File: config.mk
export PLATFORM = sky130hd
export DESIGN_NAME = rv_fifo
export DESIGN_NICKNAME = d
export VERILOG_FILES = /design/src/rtl/rv_fifo.sv
export SDC_FILE = /design/constraint.sdc
export NUM_CORES = 1
export LEC_CHECK = 0
export ABC_CLOCK_PERIOD_IN_PS = 5400
export CAP_MARGIN = 20
export CELL_PAD_IN_SITES_DETAIL_PLACEMENT = 0
export CELL_PAD_IN_SITES_GLOBAL_PLACEMENT = 2
export CORE_UTILIZATION = 41
export CTS_BUF_LIST = sky130_fd_sc_hd__clkbuf_16
export DETAILED_ROUTE_END_ITERATION = 7
export GPL_TIMING_DRIVEN = 0
export HOLD_SLACK_MARGIN = 0.02
export PLACE_DENSITY_LB_ADDON = 0.1
export SKIP_LAST_GASP = 1
export SLEW_MARGIN = 10
export SYNTH_ARGS = -nofsm -noshare
export SYNTH_HDL_FRONTEND = slang
export SYNTH_SLANG_ARGS = --single-unit
export TNS_END_PERCENT = 10
File: constraint.sdc
create_clock -name clk -period 5.4 [get_ports clk]
set_input_delay 1.08 -clock clk [delete_from_list [all_inputs] [get_ports clk]]
set_output_delay 1.08 -clock clk [all_outputs]
set_load 0.02 [all_outputs]
File: src/rtl/rv_fifo.sv
// rv_fifo: ready/valid FIFO with circular storage, synchronous flush and optional fall-through.
// Ports: clk/rst (sync, active-high), flush clears all entries; in_valid/in_ready/in_data producer side;
// out_valid/out_ready/out_data consumer side; count/full/empty occupancy status.
// Define RV_FIFO_BYPASS_EN to let a beat arriving at an empty FIFO pass straight to the output.
module rv_fifo #(
    parameter int DW    = 32,
    parameter int DEPTH = 4
) (
    input  logic                     clk,
    input  logic                     rst,
    input  logic                     flush,
    input  logic                     in_valid,
    output logic                     in_ready,
    input  logic [DW-1:0]            in_data,
    output logic                     out_valid,
    input  logic                     out_ready,
    output logic [DW-1:0]            out_data,
    output logic [$clog2(DEPTH):0]   count,
    output logic                     full,
    output logic                     empty
);
    localparam int AW = $clog2(DEPTH);
    if (DEPTH < 2 || (DEPTH & (DEPTH - 1)) != 0) begin : g_bad_depth
        $error("rv_fifo: DEPTH must be a power of two and at least 2");
    end
    logic [DW-1:0] mem_q [DEPTH];
    logic [AW:0]   wr_q, wr_d, rd_q, rd_d;
    logic          byp, wr_en, rd_en;
    assign full     = (wr_q[AW] != rd_q[AW]) && (wr_q[AW-1:0] == rd_q[AW-1:0]);
    assign empty    = wr_q == rd_q;
    assign count    = wr_q - rd_q;
    assign in_ready = !full && !flush;
`ifdef RV_FIFO_BYPASS_EN
    assign byp = empty && in_valid && !flush;
`else
    assign byp = 1'b0;
`endif
    assign out_valid = (!empty || byp) && !flush;
    assign out_data  = byp ? in_data : mem_q[rd_q[AW-1:0]];
    // A bypassed beat that is consumed immediately never touches storage.
    assign wr_en = in_valid && in_ready && !(byp && out_ready) && !rst;
    assign rd_en = out_valid && out_ready && !empty;
    always_comb begin
        wr_d = (rst || flush) ? '0 : wr_q + {{AW{1'b0}}, wr_en};
        rd_d = (rst || flush) ? '0 : rd_q + {{AW{1'b0}}, rd_en};
    end
    always_ff @(posedge clk) begin
        wr_q <= wr_d;
        rd_q <= rd_d;
        if (wr_en) mem_q[wr_q[AW-1:0]] <= in_data;
    end
endmodule

### After elaboration in Yosys (flattened, before gate mapping)

Memory sizes are Yosys's and may differ from the RTL's. A register that Yosys moved wholly into a read port is not among the register bits.
Index checks and enable logic that the tools add are counted.

| word-level totals | value |
|---|---|
| bits in registers | 6 |
| bits of input ports | 37 |
| logic and storage cells | 24 |
| bits in writable memories | 128 |
| memories kept | 1 |

| cells by class | value |
|---|---|
| mux-type cells | 3 |
| eq/ne operators | 3 |
| reduce and logical (&&, ||, !) cells | 12 |
| add/sub/neg operators | 3 |

Memories:

| memory | depth | width | rd ports | clocked after Yosys merged registers in | write ports | RTL line | source |
|---|---|---|---|---|---|---|---|
| mem_q | 4 | 32 | 1 | 1 | 1 | 26 | `logic [DW-1:0] mem_q [DEPTH];` |

Operator list:

| kind | count |
|---|---|
| logical AND 1 bit | 7 |
| adder 3 x 1 -> 3 bit | 2 |
| logical NOT 1 bit | 4 |
| equality test 3 bit | 1 |
| subtractor 3 bit | 1 |
| equality test 2 bit | 1 |
| two-way mux 1 bit | 2 |
| two-way mux 2 bit | 1 |
| logical OR 1 bit | 1 |
| inequality test 1 bit | 1 |

### Longest topological paths before layout

| logic depth | value |
|---|---|
| depth after elaboration | 8 |
| depth in mapped cells | 11 |
| depth with buffers taken out | 8 |

### Least setup slack after synthesis

OpenSTA, ideal clock, no wires.

| timing | value |
|---|---|
| path kind | input to register |
| start point | in flush |
| end point | mem mem_q[1][0], enable pin |
| slack | 0.746 ns |
| data required time | 4.930 ns |
| stages on the path | 3 |
| arrival | 4.184 ns |
| path buffers | 1 |
| cell sequence | buf_6 -> or4b_4 -> a211oi_1 |

| on the way | value |
|---|---|
| longest elaborated chain between the ends | 6 |

RTL lines:

| item | RTL line | source |
|---|---|---|
| start, declared | 11 | `input logic flush,` |
| logical NOT 1 bit | 32 | `assign in_ready = !full && !flush;` |
| logical AND 1 bit | 32 |  |
| logical AND 1 bit (2 in series) | 41 | `assign wr_en = in_valid && in_ready && !(byp && out_ready) && !rst;` |
| two-way mux 1 bit | 50 | `if (wr_en) mem_q[wr_q[AW-1:0]] <= in_data;` |
| two-way mux 1 bit (not written as such) | 50 |  |
| end, declared | 26 |  |

Every way passes these cells.

### Final worst setup path

| timing | value |
|---|---|
| start point | reg rd_q[1] |
| end point | out empty |

| on the way | value |
|---|---|
| longest elaborated chain between the ends | 1 |

RTL lines:

| item | RTL line | source |
|---|---|---|
| start, declared | 27 | `logic [AW:0] wr_q, wr_d, rd_q, rd_d;` |
| start signal, assigned | 49 | `rd_q <= rd_d;` |
| equality test 3 bit | 30 | `assign empty = wr_q == rd_q;` |
| end, declared | 20 | `output logic empty` |

Every way passes these cells.

==> run metrics <==
status=complete, no violations; crit path time final=4.256 ns; initial drt markers=111; CTS Hold Bufs=0; DRT antenna net count=0; Comb pwr share=3.6%; Final period util=78.82%; Die ar.=12760 um2; number of max-cap violations=0; NumNets Final=360; layout cell share with drive strength beyond 1=23.40%; Via density=5.063; Worst Skew=0.006071 ns; gr ovfl total=0; # fillers=932; syn avg cell area=23.49 um2; First-pass DRT Iterations=6; Critical Path Start Type=register; CP Buf/Inv Count=5; CP peak stage delay=0.60 ns; H-tree depth=4; Clk Latency, worst-skew pair=0.41 ns; CTS tree=done; P_int=1.953 mW; initial antenna violation count=0; CTS Root Cell=clkbuf_16; gr busiest metal=met2; Hold EP=wr_q[2]$_SDFF_PP0_; fmax=234.9 MHz; flop-to-flop setup slack=2.16 ns; clk sink count=134; fin. max-slew vios=0; Setup violations, final=0; io pins=76; Core ar.=12010 um2; LEAKAGE=2.223 nW; final hold vios=0; synth unique cells=21; Crit Path Class=reg -> out; # placed instances=444; Max FO, Critical Path=10; RSZ-0062 raised after global routing=false; Max Root-Sink Buffers=2; synth warn=0; Starting Density=42.04%; post-CTS setup buffers=0; area grow syn2layout=34.02%; CTS buffer count=17; vias in the first global route=2610; switching pwr=0.4249 mW; Clock Power Share=48.0%; critical path's top delay family=buffers and inverters; Flop pwr share=48.4%; clock-pin slew on the worst setup and hold paths=0.05 ns; CP cell instances=clkbuf_1 -> buf_2 -> inv_1 -> ha_1 -> and2_1 -> clkbuf_1 -> and2_1 -> clkdlybuf4s50_1; VDD IR max=0.2841 mV; GRT Util Overall=15.49%; Min-Delay Path Depth=2; detailed-route via count=2410; Slew @ Worst Pin=0.9932 ns; DR WL/cell=18.33 um; syn nets=259; synthesized flop and latch total=134; CP endpoint kind=output pin; Crit-path slowest cell=clkdlybuf4s50_1; P per Cell Area=351.3 nW/um2; die extent in x=113.0 um; switching share of power=17.87%; reg2reg start=rd_q[1]$_SDFF_PP0_; cells after synthesis=215; met3 Use GR=6.320%; register area share after synthesis=78.49%; DP HPWL=5740 um; first-pass GRT wire length=13880 um; # rows=40; M2 GR Usage=24.81%; critical path data required time=4.32 ns; Mapped Area=5050 um2; Final GP Congestion=0.6366; Remaining DRCs=0; antenna fix cells=0; crit path DAT=3.18 ns; Die Ht=113.0 um; Rel. slew slack=33.56%; met1 GRT Util=18.45%; hold_sp=wr_q[2]$_SDFF_PP0_; # port buffers=74; R2R Path End=mem_q[1][12]$_DFFE_PP_; post-cts sizing count=0; Hold Crit Class=reg -> reg; Post-Route WL=8726 um; Finished Layout Cells=476; largest net degree at the start of global routing=17; Worst R2R Path Depth=9; WHS=0.6008 ns
==> final cells by class <==
class	instances	area [um2]	share of cell area, %
clock inverters	15	172.7	2.551
clock buffers	17	425.4	6.286
plain buffers	10	61.31	0.9059
repair buffers	82	885.9	13.09
flip-flops and latches	134	3964	58.57
well taps	147	183.9	2.718
inverters	6	22.52	0.3328
multi-input cells	65	1052	15.55
==> cells in the final DEF (no fill, tap or decap), types with 2 or more instances in the layout <==
cell type | synthesis | final
xnor2_1 | 4 | 4
nor3_1 | 2 | 2
clkinv_1 | 0 | 3
buf_8 | 0 | 6
dfxtp_1 | 6 | 6
clkdlybuf4s50_1 | 0 | 74
buf_4 | 3 | 3
a21oi_1 | 3 | 3
ha_1 | 6 | 6
bufinv_16 | 0 | 4
a211oi_4 | 0 | 4
mux4_2 | 32 | 32
clkinv_4 | 0 | 2
edfxtp_1 | 128 | 128
clkbuf_16 | 0 | 17
clkbuf_1 | 2 | 2
buf_2 | 4 | 4
inv_1 | 6 | 11
buf_16 | 0 | 2
and2_1 | 7 | 7
==> synthesized netlist by cell type <==
| cell type | n | area share (%) |
|---|---|---|
| xor2_1 | 1 | 0.17 |
| a21oi_1 | 3 | 0.30 |
| a211oi_1 | 4 | 0.59 |
| xnor2_1 | 4 | 0.69 |
| buf_4 | 3 | 0.45 |
| nand4bb_1 | 1 | 0.22 |
| nand2b_1 | 1 | 0.12 |
| and2_1 | 7 | 0.87 |
| inv_1 | 6 | 0.45 |
| dfxtp_1 | 6 | 2.4 |
| nor3_1 | 2 | 0.20 |
| clkbuf_1 | 2 | 0.15 |
| ha_1 | 6 | 1.5 |
| or4b_4 | 1 | 0.27 |
| fa_1 | 1 | 0.40 |
| mux4_2 | 32 | 14 |
| edfxtp_1 | 128 | 76 |
| buf_6 | 1 | 0.22 |
| buf_2 | 4 | 0.40 |
| a2111oi_0 | 1 | 0.17 |
| nor2_1 | 1 | 0.074 |
==> power by group through the flow <==
stage,registers [mW],clock network (mW),logic (mW)
after CTS,1.15,1.17,0.0874
after global routing,1.15,1.21,0.0918
after detailed placement,1.17,0,0.0870
final,1.15,1.14,0.0857
after floorplan,1.17,0,0.0275
after global placement,1.17,0,0.0816
==> per-stage QoR <==
step	instance area [um2]	utilization, %	power (mW)	TNS (ns)	setup slack, ns
after floorplan	5050	-	1.199	0	0.7461
after global placement	5974	49.74	1.253	-202.56	-1.845
after detailed placement	6170	51.36	1.258	0	1.494
after CTS	6768	56.34	2.409	0	1.029
after global routing	6768	56.34	2.456	0	0.9174
final	6768	56.34	2.378	0	1.144
==> kinds of logic after synthesis <==
kind of cell / Yosys count / synth area share, %
xor gates and xnor gates: 5 / 0.8672
and+or+nand+nor: 13 / 1.759
buffers and inverters: 16 / 1.660
DFF: 134 / 78.49
muxes: 32 / 14.27
AOI/OAI and AO/OA: 8 / 1.065
adders and majority gates: 7 / 1.883
==> routing by layer <==
metal / wire length (um) / vias to the layer above
met5: 0 / -
met4: 106 / 0
met3: 453 / 8
met2: 4507 / 61
met1: 3659 / 1244
li1: - / 1097
==> state kept, by name, summed over array words and instances (netlist names) <==
name / cells
rd_q: 3
wr_q: 3
mem_q: 128
==> worst max path at each step <==
| stage | from | to | cells after the start |
|---|---|---|---|
| 3_3_place_gp | rst | mem_q[1][19]$_DFFE_PP_ | 3 |
| 5_1_grt | rd_q[1]$_SDFF_PP0_ | empty | 8 |
| 2_1_floorplan | flush | mem_q[1][0]$_DFFE_PP_ | 3 |
| 3_5_place_dp | rd_q[1]$_SDFF_PP0_ | empty | 8 |
| 6_report | rd_q[1]$_SDFF_PP0_ | empty | 8 |
| 4_1_cts | rd_q[1]$_SDFF_PP0_ | empty | 8 |
==> tightest hold or removal path, cell delays in order (launching register included) <==
cell and delay, ns:
dfxtp_1 0.34, xnor2_1 0.17, nor3_1 0.04
Note: power is estimated with default switching activity, not from simulation.
